$ cat src/rtl/puf_pkg.sv
// Shared types and helpers for the arbiter-PUF challenge sequencer:
// widths, LFSR taps, FSM state encoding and response packing.
package puf_pkg;

    localparam int CHAL_W = 8;
    localparam int RESP_W = 7;
    localparam logic [CHAL_W-1:0] LFSR_TAPS = 8'hB8;
    localparam logic [CHAL_W-1:0] LFSR_INIT = 8'h01;

    typedef enum logic [2:0] {
        ST_IDLE    = 3'd0,
        ST_SETTLE  = 3'd1,
        ST_PULSE   = 3'd2,
        ST_HOLD    = 3'd3,
        ST_EVAL    = 3'd4,
        ST_PRESENT = 3'd5,
        ST_DONE    = 3'd6
    } state_t;

    function automatic logic [15:0] pack_resp(input logic [CHAL_W-1:0] chal,
                                              input logic [RESP_W-1:0] resp);
        return {chal, 1'b0, resp};
    endfunction

    // Fibonacci x^8+x^6+x^5+x^4+1: feedback is the parity of the tapped bits.
    function automatic logic [CHAL_W-1:0] lfsr_next(input logic [CHAL_W-1:0] c);
        return {c[CHAL_W-2:0], ^(c & LFSR_TAPS)};
    endfunction

endpackage

$ cat src/rtl/puf_challenge_sequencer_if.sv
// Valid/ready channel carrying {challenge, 0, response} pairs downstream.
interface puf_challenge_sequencer_if;
    logic        resp_valid;
    logic        resp_ready;
    logic [15:0] resp_data;

    modport master (output resp_valid, output resp_data, input resp_ready);
    modport slave  (input resp_valid, input resp_data, output resp_ready);
endinterface

$ cat src/rtl/puf_vote_acc.sv
// Per-bit majority counters over repeated PUF evaluations of one challenge.
module puf_vote_acc #(
    parameter int RESP_W  = 7,
    parameter int REPEATS = 5
) (
    input  logic              clk,
    input  logic              rst,
    input  logic              i_clear,
    input  logic              i_acc,
    input  logic [RESP_W-1:0] i_resp,
    output logic [RESP_W-1:0] o_result
);
    localparam int CW = $clog2(REPEATS + 1);
    localparam logic [CW-1:0] HALF = CW'(REPEATS / 2);

    logic [CW-1:0] r_cnt [RESP_W];

    // Count ones seen on each response bit since the last clear.
    always_ff @(posedge clk or posedge rst) begin
        if (rst) begin
            for (int i = 0; i < RESP_W; i++) r_cnt[i] <= {CW{1'b0}};
        end else if (i_clear) begin
            for (int i = 0; i < RESP_W; i++) r_cnt[i] <= {CW{1'b0}};
        end else if (i_acc) begin
            for (int i = 0; i < RESP_W; i++) r_cnt[i] <= r_cnt[i] + CW'(i_resp[i]);
        end
    end

    // Strict majority of an odd repeat count.
    always_comb begin
        o_result = {RESP_W{1'b0}};
        for (int i = 0; i < RESP_W; i++) o_result[i] = (r_cnt[i] > HALF);
    end
endmodule

$ cat src/rtl/puf_challenge_sequencer.sv
// Arbiter-PUF initiator: LFSR challenges, settle/pulse/hold timing, response
// capture and valid/ready hand-off. Majority voting under PUF_MAJORITY_VOTE_EN.
module puf_challenge_sequencer
    import puf_pkg::*;
#(
    parameter int SETTLE_CYCLES = 4,
    parameter int PULSE_CYCLES  = 2,
    parameter int REPEATS       = 5
) (
    input  logic                      clk,
    input  logic                      rst,
    input  logic                      start,
    input  logic                      abort,
    input  logic [CHAL_W-1:0]         seed,
    input  logic [7:0]                num_chal,
    output logic [CHAL_W-1:0]         challenge_o,
    output logic                      pulse_o,
    input  logic [RESP_W-1:0]         response_i,
    puf_challenge_sequencer_if.master rsp,
    output logic                      busy,
    output logic                      done
);
    localparam logic [15:0] SETTLE_LAST = 16'(SETTLE_CYCLES - 1);
    localparam logic [15:0] PULSE_LAST  = 16'(PULSE_CYCLES - 1);
    localparam int          EVAL_W      = $clog2(REPEATS + 1);
`ifdef PUF_MAJORITY_VOTE_EN
    localparam logic [EVAL_W-1:0] N_EVAL = EVAL_W'(REPEATS);
`else
    localparam logic [EVAL_W-1:0] N_EVAL = EVAL_W'(1);
`endif

    state_t              r_state, w_next;
    logic [15:0]         r_cnt;
    logic [EVAL_W-1:0]   r_eval;
    logic [8:0]          r_pair;
    logic [CHAL_W-1:0]   r_lfsr, r_chal;
    logic [15:0]         r_data;
    logic                r_busy, r_pulse, r_valid, r_done;
    logic [CHAL_W-1:0]   w_seed, w_lfsr_nxt;
    logic [8:0]          w_target, w_pair_inc;
    logic                w_load, w_advance, w_clear, w_sample, w_latch;
    logic [RESP_W-1:0]   w_result;

    assign w_seed     = (seed == {CHAL_W{1'b0}}) ? LFSR_INIT : seed;
    assign w_lfsr_nxt = lfsr_next(r_lfsr);
    assign w_target   = (num_chal == 8'd0) ? 9'd256 : {1'b0, num_chal};
    assign w_pair_inc = r_pair + 9'd1;
    assign w_load     = (r_state == ST_IDLE) && (w_next == ST_SETTLE);
    assign w_advance  = (r_state == ST_PRESENT) && (w_next == ST_SETTLE);
    assign w_clear    = w_load || w_advance;
    assign w_sample   = (r_state == ST_HOLD) && (w_next == ST_EVAL);
    assign w_latch    = (r_state == ST_EVAL) && (w_next == ST_PRESENT);

    // Next-state selection; abort overrides every non-IDLE transition.
    always_comb begin
        w_next = r_state;
        case (r_state)
            ST_IDLE:    if (start && !abort) w_next = ST_SETTLE; else w_next = ST_IDLE;
            ST_SETTLE:  if (r_cnt == SETTLE_LAST) w_next = ST_PULSE; else w_next = ST_SETTLE;
            ST_PULSE:   if (r_cnt == PULSE_LAST) w_next = ST_HOLD; else w_next = ST_PULSE;
            ST_HOLD:    if (r_cnt == SETTLE_LAST) w_next = ST_EVAL; else w_next = ST_HOLD;
            ST_EVAL:    if (r_eval < N_EVAL) w_next = ST_SETTLE; else w_next = ST_PRESENT;
            ST_PRESENT: begin
                if (rsp.resp_ready) begin
                    if (w_pair_inc == w_target) w_next = ST_DONE; else w_next = ST_SETTLE;
                end else begin
                    w_next = ST_PRESENT;
                end
            end
            ST_DONE:    w_next = ST_IDLE;
            default:    w_next = ST_IDLE;
        endcase
        if (abort && (r_state != ST_IDLE)) w_next = ST_IDLE;
    end

    // State, phase counter and the registered control outputs.
    always_ff @(posedge clk or posedge rst) begin
        if (rst) begin
            r_state <= ST_IDLE;
            r_cnt   <= 16'd0;
            r_busy  <= 1'b0;
            r_pulse <= 1'b0;
            r_valid <= 1'b0;
            r_done  <= 1'b0;
        end else begin
            r_state <= w_next;
            r_cnt   <= (w_next != r_state) ? 16'd0 : r_cnt + 16'd1;
            r_busy  <= (w_next != ST_IDLE);
            r_pulse <= (w_next == ST_PULSE);
            r_valid <= (w_next == ST_PRESENT);
            r_done  <= (w_next == ST_DONE);
        end
    end

    // Challenge only moves on entry to SETTLE, so it is frozen through PULSE/HOLD.
    always_ff @(posedge clk or posedge rst) begin
        if (rst) begin
            r_lfsr <= LFSR_INIT;
            r_chal <= {CHAL_W{1'b0}};
            r_pair <= 9'd0;
            r_eval <= {EVAL_W{1'b0}};
            r_data <= 16'd0;
        end else begin
            if (w_load) begin
                r_lfsr <= w_seed;
                r_chal <= w_seed;
                r_pair <= 9'd0;
            end else if (w_advance) begin
                r_lfsr <= w_lfsr_nxt;
                r_chal <= w_lfsr_nxt;
                r_pair <= w_pair_inc;
            end else if ((r_state == ST_PRESENT) && (w_next == ST_DONE)) begin
                r_pair <= w_pair_inc;
            end
            if (w_clear) r_eval <= {EVAL_W{1'b0}};
            else if (w_sample) r_eval <= r_eval + EVAL_W'(1);
            if (w_latch) r_data <= pack_resp(r_lfsr, w_result);
        end
    end

`ifdef PUF_MAJORITY_VOTE_EN
    puf_vote_acc #(
        .RESP_W  (RESP_W),
        .REPEATS (REPEATS)
    ) u_vote (
        .clk      (clk),
        .rst      (rst),
        .i_clear  (w_clear),
        .i_acc    (w_sample),
        .i_resp   (response_i),
        .o_result (w_result)
    );
`else
    logic [RESP_W-1:0] r_sample;

    // Single evaluation: the last HOLD-cycle sample is the result.
    always_ff @(posedge clk or posedge rst) begin
        if (rst) r_sample <= {RESP_W{1'b0}};
        else if (w_sample) r_sample <= response_i;
    end
    assign w_result = r_sample;
`endif

    assign challenge_o    = r_chal;
    assign pulse_o        = r_pulse;
    assign busy           = r_busy;
    assign done           = r_done;
    assign rsp.resp_valid = r_valid;
    assign rsp.resp_data  = r_data;
endmodule

$ cat src/flat_wrapper.sv
// flat-port wrapper written by rule: the top's interface ports become plain ports
module puf_challenge_sequencer_flat import puf_pkg::*;
#(
    parameter int SETTLE_CYCLES = 4,
    parameter int PULSE_CYCLES  = 2,
    parameter int REPEATS       = 5
)
  (clk, rst, start, abort, seed, num_chal, challenge_o, pulse_o, response_i, busy, done, rsp_resp_valid, rsp_resp_data, rsp_resp_ready);
  puf_challenge_sequencer_if rsp_i ();
  input  logic clk;
  input  logic rst;
  input  logic start;
  input  logic abort;
  input  logic [CHAL_W-1:0] seed;
  input  logic [7:0] num_chal;
  output logic [CHAL_W-1:0] challenge_o;
  output logic pulse_o;
  input  logic [RESP_W-1:0] response_i;
  output logic busy;
  output logic done;
  output wire logic [$bits(rsp_i.resp_valid)-1:0] rsp_resp_valid;
  output wire logic [$bits(rsp_i.resp_data)-1:0] rsp_resp_data;
  input wire logic [$bits(rsp_i.resp_ready)-1:0] rsp_resp_ready;
  assign rsp_resp_valid = rsp_i.resp_valid;
  assign rsp_resp_data = rsp_i.resp_data;
  assign rsp_i.resp_ready = rsp_resp_ready;
  puf_challenge_sequencer #(.SETTLE_CYCLES(SETTLE_CYCLES), .PULSE_CYCLES(PULSE_CYCLES), .REPEATS(REPEATS)) u_core (.clk(clk), .rst(rst), .start(start), .abort(abort), .seed(seed), .num_chal(num_chal), .challenge_o(challenge_o), .pulse_o(pulse_o), .response_i(response_i), .rsp(rsp_i), .busy(busy), .done(done));
endmodule
$ cat config.mk
export PLATFORM = sky130hd
export DESIGN_NAME = puf_challenge_sequencer_flat
export DESIGN_NICKNAME = d
export VERILOG_FILES = /design/src/rtl/puf_pkg.sv /design/src/rtl/puf_challenge_sequencer_if.sv /design/src/rtl/puf_vote_acc.sv /design/src/rtl/puf_challenge_sequencer.sv /design/src/flat_wrapper.sv
export SDC_FILE = /design/constraint.sdc
export NUM_CORES = 1
export LEC_CHECK = 0
export ABC_AREA = 1
export ABC_CLOCK_PERIOD_IN_PS = 2530
export CAP_MARGIN = 5
export CORE_ASPECT_RATIO = 1.2
export CORE_MARGIN = 3
export CORE_UTILIZATION = 35
export DETAILED_ROUTE_END_ITERATION = 6
export PLACE_DENSITY = 0.6
export SYNTH_ARGS = -nofsm -noshare
export SYNTH_HDL_FRONTEND = slang
export SYNTH_SLANG_ARGS = --single-unit
$ cat constraint.sdc
create_clock -name clk -period 2.53 [get_ports clk]
set_input_delay 0.506 -clock clk [delete_from_list [all_inputs] [get_ports clk]]
set_output_delay 0.506 -clock clk [all_outputs]
set_load 0.01 [all_outputs]
# Word-level counts from Yosys, hierarchy flattened
# Index checks and enable logic that the tools add are counted.
dict set report classes {
  addsub 3
  n_mul 0
  div_mod_pow 0
  magnitude_cmp 1
  eq_ne 14
  n_shift 0
  n_mux 19
  bitwise 0
  reduce_logical 18
}
# op count
set op_table {}
lappend op_table {{two-way mux 9 bit} 4}
lappend op_table {{two-way mux 8 bit} 3}
lappend op_table {{two-way mux 3 bit} 7}
lappend op_table {{one-hot mux 3 bit (6 select lines)} 1}
lappend op_table {{adder 16 x 1 -> 16 bit, second input constant} 1}
lappend op_table {{== test 16 x 1 -> 1 bit, second input constant} 1}
lappend op_table {{== test 16 x 2 -> 1 bit, second input constant} 1}
lappend op_table {{logical NOT 8 bit} 2}
lappend op_table {{two-way mux 16 bit} 1}
lappend op_table {{== test 3 bit, second input constant} 5}
lappend op_table {{adder 9 x 1 -> 9 bit, second input constant} 1}
lappend op_table {{== test 3 x 2 -> 1 bit, second input constant} 3}
lappend op_table {{== test 9 bit} 1}
lappend op_table {{nonzero test 3 bit} 3}
lappend op_table {{parity 8 bit} 1}
lappend op_table {{logical AND 1 bit} 7}
lappend op_table {{== test 3 x 1 -> 1 bit, second input constant} 2}
lappend op_table {{nonzero test 2 bit} 2}
lappend op_table {{adder 3 x 1 -> 3 bit, second input constant} 1}
lappend op_table {{logical NOT 3 bit} 1}
lappend op_table {{less-than comparator 3 x 1 -> 1 bit, second input constant} 1}
lappend op_table {{inequality test 3 bit} 1}
lappend op_table {{two-way mux 1 bit} 2}
lappend op_table {{two-way mux 2 bit} 1}
lappend op_table {{2 further kinds} 2}
dict set report totals {
  register_bits 73
  latch_bits 0
  ramBits 0
  mem_bits_ro 0
  in_bits 28
  output_inout_bits 28
  wordCells 67
  n_memories 0
}

# Logic depth before layout (Yosys ltp)
# Gate-level depths: netlist of the first run.
dict set report logic_depth {
  ltp_word 12
  depth_mapped 20
  depth_no_buf 20
}

# Least setup slack after synthesis of the first run
# No wires, ideal clock.
dict set report synth_path {
  path_type {reg2reg}
  from {reg u_core.r_pair[0]}
  to {reg u_core.r_data[0] (netlist: u_core.rsp.resp_data[0])}
  setup_time_ns 0.117
  arrival_ns 2.110
  slack_ns 0.303
  stages_incl_launch_ff 15
  n_path_buf 1
  period_less_slack_ns 2.227
  path_cell_list {dfrtp_1 ha_1 xnor2_1 nand2_1 nor2_1 nand3_1 nor2_1 nand3_1 nand2_1 a21oi_2 nor3_4 nand2_2 buf_6 nand2_1 nand2_1}
}
dict set report synth_between {
  elab_chain_len 8
}
# item line
set synth_rtl {}
lappend synth_rtl {{start: declaration} puf_challenge_sequencer.sv:35} ;# logic [8:0] r_pair;
lappend synth_rtl {{start signal: assignment} puf_challenge_sequencer.sv:111} ;# r_pair <= w_pair_inc;
lappend synth_rtl {{start signal: assignment} puf_challenge_sequencer.sv:113} ;# r_pair <= w_pair_inc;
lappend synth_rtl {{adder 9 x 1 -> 9 bit} puf_challenge_sequencer.sv:47} ;# assign w_pair_inc = r_pair + 9'd1;
lappend synth_rtl {{== test 9 bit} puf_challenge_sequencer.sv:65} ;# if (w_pair_inc == w_target) w_next = ST_DONE; else w_next = ST_SETTLE;
lappend synth_rtl {{two-way mux 3 bit} puf_challenge_sequencer.sv:65}
lappend synth_rtl {{two-way mux 3 bit} puf_challenge_sequencer.sv:64} ;# if (rsp.resp_ready) begin
lappend synth_rtl {{one-hot mux 3 bit (6 select lines)} puf_challenge_sequencer.sv:57} ;# case (r_state)
lappend synth_rtl {{two-way mux 3 bit} puf_challenge_sequencer.sv:73} ;# if (abort && (r_state != ST_IDLE)) w_next = ST_IDLE;
lappend synth_rtl {{== test 3 bit} puf_challenge_sequencer.sv:52} ;# assign w_latch = (r_state == ST_EVAL) && (w_next == ST_PRESENT);
lappend synth_rtl {{logical AND 1 bit} puf_challenge_sequencer.sv:52}
lappend synth_rtl {{end signal: assignment} puf_challenge_sequencer.sv:117} ;# if (w_latch) r_data <= pack_resp(r_lfsr, w_result);
lappend synth_rtl {{end: declaration} puf_challenge_sequencer.sv:37} ;# logic [15:0] r_data;
# Every way passes these cells.
# A chain may end at the register's enable or synchronous reset.

# Worst setup path in the final report of the first run
dict set report layout_path {
  from {reg u_core.r_pair[1]}
  to {reg u_core.r_data[14] (netlist: u_core.rsp.resp_data[14])}
}
# Same word-level chain as after synthesis.

==> results.toml, run 1 <==
[outcome]
status = "finished clean"

[sta]
slew_headroom_pct = 53.4
fin_crit_ns = 2.38
setup_slack_ns = 0.153
hold_violations = 0
setup_viol = 0
worst_pin_slew_ns = 0.698
drv_slew = 0
final.period_utilization_pct = 94.0
max_clock_freq_mhz = 421
skew_ns = 0.00628

[drt]
vias_per_cell = 4.84
drc = 0
routed_wl_um = 8920
drtIter0Drc = 117
ant_nets = 0
vias = 3429
drtPass1Iterations = 6
wl_per_cell_um = 12.6

[synth]
synth_warnings = 0
syn_area_sq_um = 3730
avgSynthCellArea_sq_um = 7.45
ys_ff_latch = 66
syn-num-nets = 532
ys_seq_area_share_pct = 44.3
synthCells = 500
synth_cell_types = 39

[finish]
final_nets = 610
antenna-diode-count = 0
final_area_sq_um = 5060
fillCellCount = 1013
regArea_sq_um = 1650
syn2layout_area_growth_pct = 35.8
finalNonFillerCells = 709
drive_gt1_share_pct = 16.6
multi_input_area_sq_um = 1880

[cts]
cts_root_buf = "clkbuf_16"
clk_latency_ns = 0.33
clockBufferDepth = 2
cts_buffers = 9
cts.sinks = 66
htree_levels = 3
cts_tree = "built"
clk_pin_slew_worst_paths_ns = 0.06

[floorplanning]
start_util_pct = 36.5
row_count = 40
fp.dieH_um = 119
fp.dieArea_sq_um = 11900
io_pins = 56
die_w_um = 100
core_area_sq_um = 10200

[place]
io_buffers = 54
placed_cell_area_sq_um = 4520
dp_hpwl_um = 6420
place_inst = 685
pre_cts_ws_ns = -0.284
place_congestion = 0.864

[global_route]
overflow = 0
grt_start_max_net_pins = 34
grtUsageTotal_pct = 15.6
grt_pass1_vias = 3356
antenna_found_initial = 0
grt_pass1_wl_um = 15300

[power_and_ir_drop]
p_leak_uw = 0.00246
ir_drop_mv = 0.468
powerDensity_nw_per_um2 = 942

[worst_setup_path]
cp.arrival_ns = 2.59
crit_path_max_fanout = 8
start_kind = "register"
cp.required_ns = 2.75
path_class = "register to register"
cp-end-kind = "register"

[min_path]
hold_class = "register to register"

[flow_run]
maxCapViolCount = 0
-- layout make-up --
class	instances	share of cell area, %
clock buffers	10	4.52
clock inverters	6	2.27
inverters	55	4.08
multi-input cells	364	37.2
flip-flops and latches	66	32.6
well taps	126	3.11
repair buffers	82	16.1
-- state kept, by name, summed over array words and instances, names as in the netlist, 2 cells and up --
signal                flops
u_core.r_cnt             16
u_core.r_eval             3
u_core.challenge_o        7
u_core.r_state            3
u_core.r_sample           7
u_core.r_lfsr             2
u_core.rsp.resp_data     15
u_core.r_pair             9
-- where the power goes --
group,leakage [uW],switching [uW],internal (uW)
Sequential,0.000893,203,1260
Combinational,0.00141,1080,802
Clock,0.000163,456,965
-- cells by family (layout without fill, tap and decap cells) --
logic type	Yosys count	in the layout	share of synthesized area [%]
AO/OA/AOI/OAI	24	24	3.76
XOR/XNOR	16	16	3.76
adder cells (fa/ha/maj)	4	4	1.34
buffers and inverters	72	153	8.90
flip-flops	66	66	44.3
other	1	1	0.101
AND/OR/NAND/NOR	317	319	37.8
-- worst paths after layout --
path	start	endpoint	slack, ns	cells after the start
min in group asynchronous	rst	u_core.rsp.resp_data[6]$_DFFE_PP0P_	0.62	2
worst min register to register	u_core.rsp.resp_data[10]$_DFFE_PP0P_	u_core.rsp.resp_data[10]$_DFFE_PP0P_	0.47	2
worst max register to register	u_core.r_pair[1]$_DFFE_PP0P_	u_core.rsp.resp_data[14]$_DFFE_PP0P_	0.15	17
worst min-delay path	u_core.rsp.resp_data[10]$_DFFE_PP0P_	u_core.rsp.resp_data[10]$_DFFE_PP0P_	0.47	2
max in group asynchronous	rst	u_core.r_eval[1]$_DFFE_PP0P_	1.32	3
worst max-delay path	u_core.r_pair[1]$_DFFE_PP0P_	u_core.rsp.resp_data[14]$_DFFE_PP0P_	0.15	17
-- Yosys cell counts --
master / number / area, sq um
nand3b_1: 1 / 7.51
xnor2_1: 6 / 52.6
nor4_1: 1 / 6.26
nor2_2: 13 / 81.3
nor2_4: 2 / 22.5
inv_2: 3 / 11.3
nor2_1: 43 / 161
a31oi_1: 1 / 6.26
nand3_2: 1 / 10.0
nand2_4: 1 / 11.3
conb_1: 1 / 3.75
a21oi_2: 2 / 17.5
nor3_2: 1 / 10.0
or2_0: 1 / 6.26
nor3_4: 1 / 16.3
o21ai_0: 11 / 55.1
buf_2: 1 / 5.00
nand3_4: 1 / 17.5
nand4_2: 1 / 12.5
nand2_2: 6 / 37.5
dfrtp_1: 65 / 1630
clkbuf_4: 1 / 7.51
o31ai_1: 1 / 7.51
clkinv_1: 3 / 11.3
nand2_1: 179 / 672
o21bai_2: 1 / 11.3
nor3_1: 2 / 10.0
dfstp_2: 1 / 26.3
o211ai_1: 1 / 7.51
buf_6: 2 / 22.5
xor2_1: 10 / 87.6
buf_4: 11 / 82.6
clkbuf_1: 2 / 7.51
nand3_1: 54 / 270
ha_1: 4 / 50.1
a21oi_1: 5 / 25.0
nand4_1: 9 / 56.3
o21ai_1: 2 / 10.0
inv_1: 49 / 184
-- per-layer routing --
layer	routed length [um]	GRT usage (%)	vias up
met4	151	4.97	0
li1	-	-	1725
met2	4410	25.3	80
met5	0	0	-
met1	3990	20.3	1608
met3	370	3.69	16
-- through the flow --
stage                     power (uW)  TNS (ns)  utilization, %  hold WS [ns]
after CTS                       4650         0            47.7         0.476
final                           4770         0            49.6         0.471
after global placement          3160     -7.64            44.2         0.456
after floorplan                 2610         0               -         0.443
after detailed placement        3190     -9.66            44.2         0.462
after global routing            5120    -0.329            49.6         0.497
-- layout by cell type (no fill, tap or decap), types with 2 or more instances in the layout --
cell type        netlist  final
bufinv_16              0      3
nand4_1                9      9
buf_12                 0      5
inv_1                 49     48
clkinv_1               3      2
nand2_2                6     13
o21ai_0               11     11
ha_1                   4      3
clkdlybuf4s50_1        0     54
nor2_2                13     12
nor2_4                 2      5
nand3_1               54     51
dfrtp_1               65     65
clkbuf_16              0      9
a21oi_1                5      5
nand2_4                1      4
xnor2_1                6      6
nand2_1              179    169
nor3_1                 2      2
o21ai_1                2      2
nor2_1                43     41
clkinv_4               0      2
nand3_2                1      5
xor2_1                10     10
buf_4                 11     22
inv_2                  3      5
-- critical path, cell delays in order (launching register included) --
cell,delay (ns)
dfrtp_1,0.41
buf_4,0.15
nand2_2,0.07
nor2_4,0.22
nand2_2,0.09
nand2_2,0.08
nand3_2,0.07
nand2_2,0.11
nor2_4,0.06
nand4_4,0.10
nand2_2,0.08
nand2_2,0.10
nand2_4,0.09
nor3_4,0.24
buf_12,0.15
nand2_4,0.10
nand2_1,0.10
nand2_1,0.05
-- what timing repair did --
item,in CTS,in global routing
cloned,0,2
gates resized for setup,2,28
hold buffers,0,0
setup endpoints to repair,9,61
setup buffers,0,6
pin swaps,0,10
(Power assumes the default switching activity.)
==> run 2, diff against run 1 <==
--- a/config.mk
+++ b/config.mk
@@ -13,6 +13,7 @@
 export CORE_UTILIZATION = 35
 export DETAILED_ROUTE_END_ITERATION = 6
 export PLACE_DENSITY = 0.6
+export SETUP_SLACK_MARGIN = 0.15
 export SYNTH_ARGS = -nofsm -noshare
 export SYNTH_HDL_FRONTEND = slang
 export SYNTH_SLANG_ARGS = --single-unit
==> run 2 against run 1 <==
Net effect: setup slack got worse by 0.024 ns; sequential power is essentially flat; die area did not move; clock power hardly changed; global-route usage grew 0.32 points; first-iteration DRC count increased by 10%; critical path type unchanged; clock skew shrank 0.0013 ns; largest power group unchanged; register-to-register slack lost 0.02 ns; non-clock buffer count rose by 9; cell area is 7.3% higher; cell count increased by 1.4%; utilization up 3.6 points.
==> results.toml, run 2 (synthesis results as in run 1) <==
[power_and_ir_drop]
p_comb_share_pct = 44.7
p_sw_share_pct = 37.0
powerDensity_nw_per_um2 = 971
pwr-share-seq_pct = 28.3
ir_drop_mv = 0.524
power.total_uw = 5280
p_leak_uw = 0.00255
switchingPower_uw = 1950
clkPwrFrac_pct = 27.0
p_int_uw = 3320

[drt]
drc = 0
routed_wl_um = 9610
vias = 3513
drtIter0Drc = 129
drtPass1Iterations = 4
vias_per_cell = 4.89
wl_per_cell_um = 13.4
ant_nets = 0

[sta]
skew_ns = 0.00495
final.period_utilization_pct = 94.9
max_clock_freq_mhz = 416
hold_violations = 0
whs_ns = 0.478
rsz0062_at_grt = "true"
fin_crit_ns = 2.40
setup_viol = 0
worst_pin_slew_ns = 0.716
fin_setup_tns_ns = 0
slew_headroom_pct = 52.2
drv_slew = 0
setup_slack_ns = 0.128

[global_route]
overflow = 0
grt_pass1_vias = 3405
antenna_found_initial = 0
grtUsageTotal_pct = 15.9
grt_start_max_net_pins = 34
grt_pass1_wl_um = 15600

[cts]
cts_tree = "built"
cts_root_buf = "clkbuf_16"
clk_latency_ns = 0.33
clockBufferDepth = 2
cts.sinks = 66
clk_pin_slew_worst_paths_ns = 0.06
htree_levels = 3
cts_buffers = 9

[floorplanning]
start_util_pct = 36.5
die_w_um = 100
row_count = 40
core_area_sq_um = 10200
fp.dieArea_sq_um = 11900
io_pins = 56
fp.dieH_um = 119

[worst_setup_path]
cp-end-kind = "register"
cp.arrival_ns = 2.62
crit_path_max_fanout = 8
start_kind = "register"
cp.required_ns = 2.75
path_class = "register to register"

[place]
io_buffers = 54
place_congestion = 0.864
pre_cts_ws_ns = -0.284
placed_cell_area_sq_um = 4520
dp_hpwl_um = 6420

[flow_run]
maxCapViolCount = 0

[finish]
final_nets = 620
layout_commonest_cell = "nand2_1"
largest_reg_flops = 16
drive_gt1_share_pct = 27.8
final_area_sq_um = 5430
largest-register = "u_core.r_cnt"
syn2layout_area_growth_pct = 45.8
final_cell_mix = "143 x nand2_1, 64 x dfrtp_1, 54 x clkdlybuf4s50_1"
antenna-diode-count = 0

[min_path]
hold_class = "register to register"

[outcome]
status = "finished clean"
==> run 2: cell count changes in the layout (fill, tap and decap cells not counted), moves of 6 or more <==
cell     delta
nand2_1    -26
nand2_2    +23
nand3_1    -21
buf_6       +6
nand3_2    +20
nor2_1      -6
==> run 2: final timing paths <==
kind                       slack, ns                           startpoint                                   to  cells past startpoint
min                             0.48  u_core.rsp.resp_data[2]$_DFFE_PP0P_  u_core.rsp.resp_data[2]$_DFFE_PP0P_                      2
max                             0.13         u_core.r_pair[1]$_DFFE_PP0P_      u_core.rsp.resp_valid$_DFF_PP0_                     14
min in group asynchronous       0.62                                  rst  u_core.rsp.resp_data[6]$_DFFE_PP0P_                      2
max reg2reg                     0.13         u_core.r_pair[1]$_DFFE_PP0P_      u_core.rsp.resp_valid$_DFF_PP0_                     14
max in group asynchronous       1.30                                  rst         u_core.r_pair[1]$_DFFE_PP0P_                      3
min reg2reg                     0.48  u_core.rsp.resp_data[2]$_DFFE_PP0P_  u_core.rsp.resp_data[2]$_DFFE_PP0P_                      2
==> run 2: through the flow <==
stage	util (%)	cells
after floorplan	-	500
after global placement	44.2	685
after detailed placement	44.2	685
after CTS	48.6	706
after global routing	53.2	719
final	53.2	719
==> run 2: critical path, stage by stage, from the launching register on <==
cell and delay, ns:
dfrtp_2 0.42, ha_4 0.18, nand2_4 0.09, nor2_4 0.20, nand2_2 0.09, nand3_2 0.08
nand3_2 0.10, nor2_4 0.14, nand4_4 0.16, o21bai_4 0.21, buf_4 0.15, nor3_4 0.04
buf_6 0.14, clkbuf_16 0.17, buf_4 0.13
==> run 2: repair_timing <==
action | 4_1_cts | 5_1_grt
pin swaps | 10 | 30
setup endpoints to repair | 59 | 61
resized for setup | 12 | 93
gates cloned | 2 | 4
setup buffers | 3 | 9
hold buffers | 0 | 0
==> run 2: metal layers <==
metal / global-route usage [%] / wire length, um / share of wire [%] / vias to the layer above
li1: - / - / - / 1747
met1: 20.7 / 4290 / 45 / 1677
met3: 3.75 / 357 / 3.7 / 20
met2: 25.7 / 4780 / 50 / 69
met4: 5.39 / 182 / 1.9 / 0
met5: 0 / 0 / 0 / -
==> run 2: area by class of cell <==
type                            count  area [sq um]
Clock buffer                       10           229
Clock inverter                      6           115
Fill cell                         967          4780
Inverter                           55           213
Multi-Input combinational cell    365          2120
Sequential cell                    66          1650
Tap cell                          126           158
Timing Repair Buffer               91           942
==> run 2: power groups by stage <==
stage | clock network (uW) | registers [uW] | logic, uW
after floorplan | 0 | 1430 | 1180
after global routing | 1500 | 1520 | 2620
after global placement | 0 | 1470 | 1690
after CTS | 1450 | 1460 | 1930
after detailed placement | 0 | 1470 | 1720
final | 1430 | 1490 | 2360
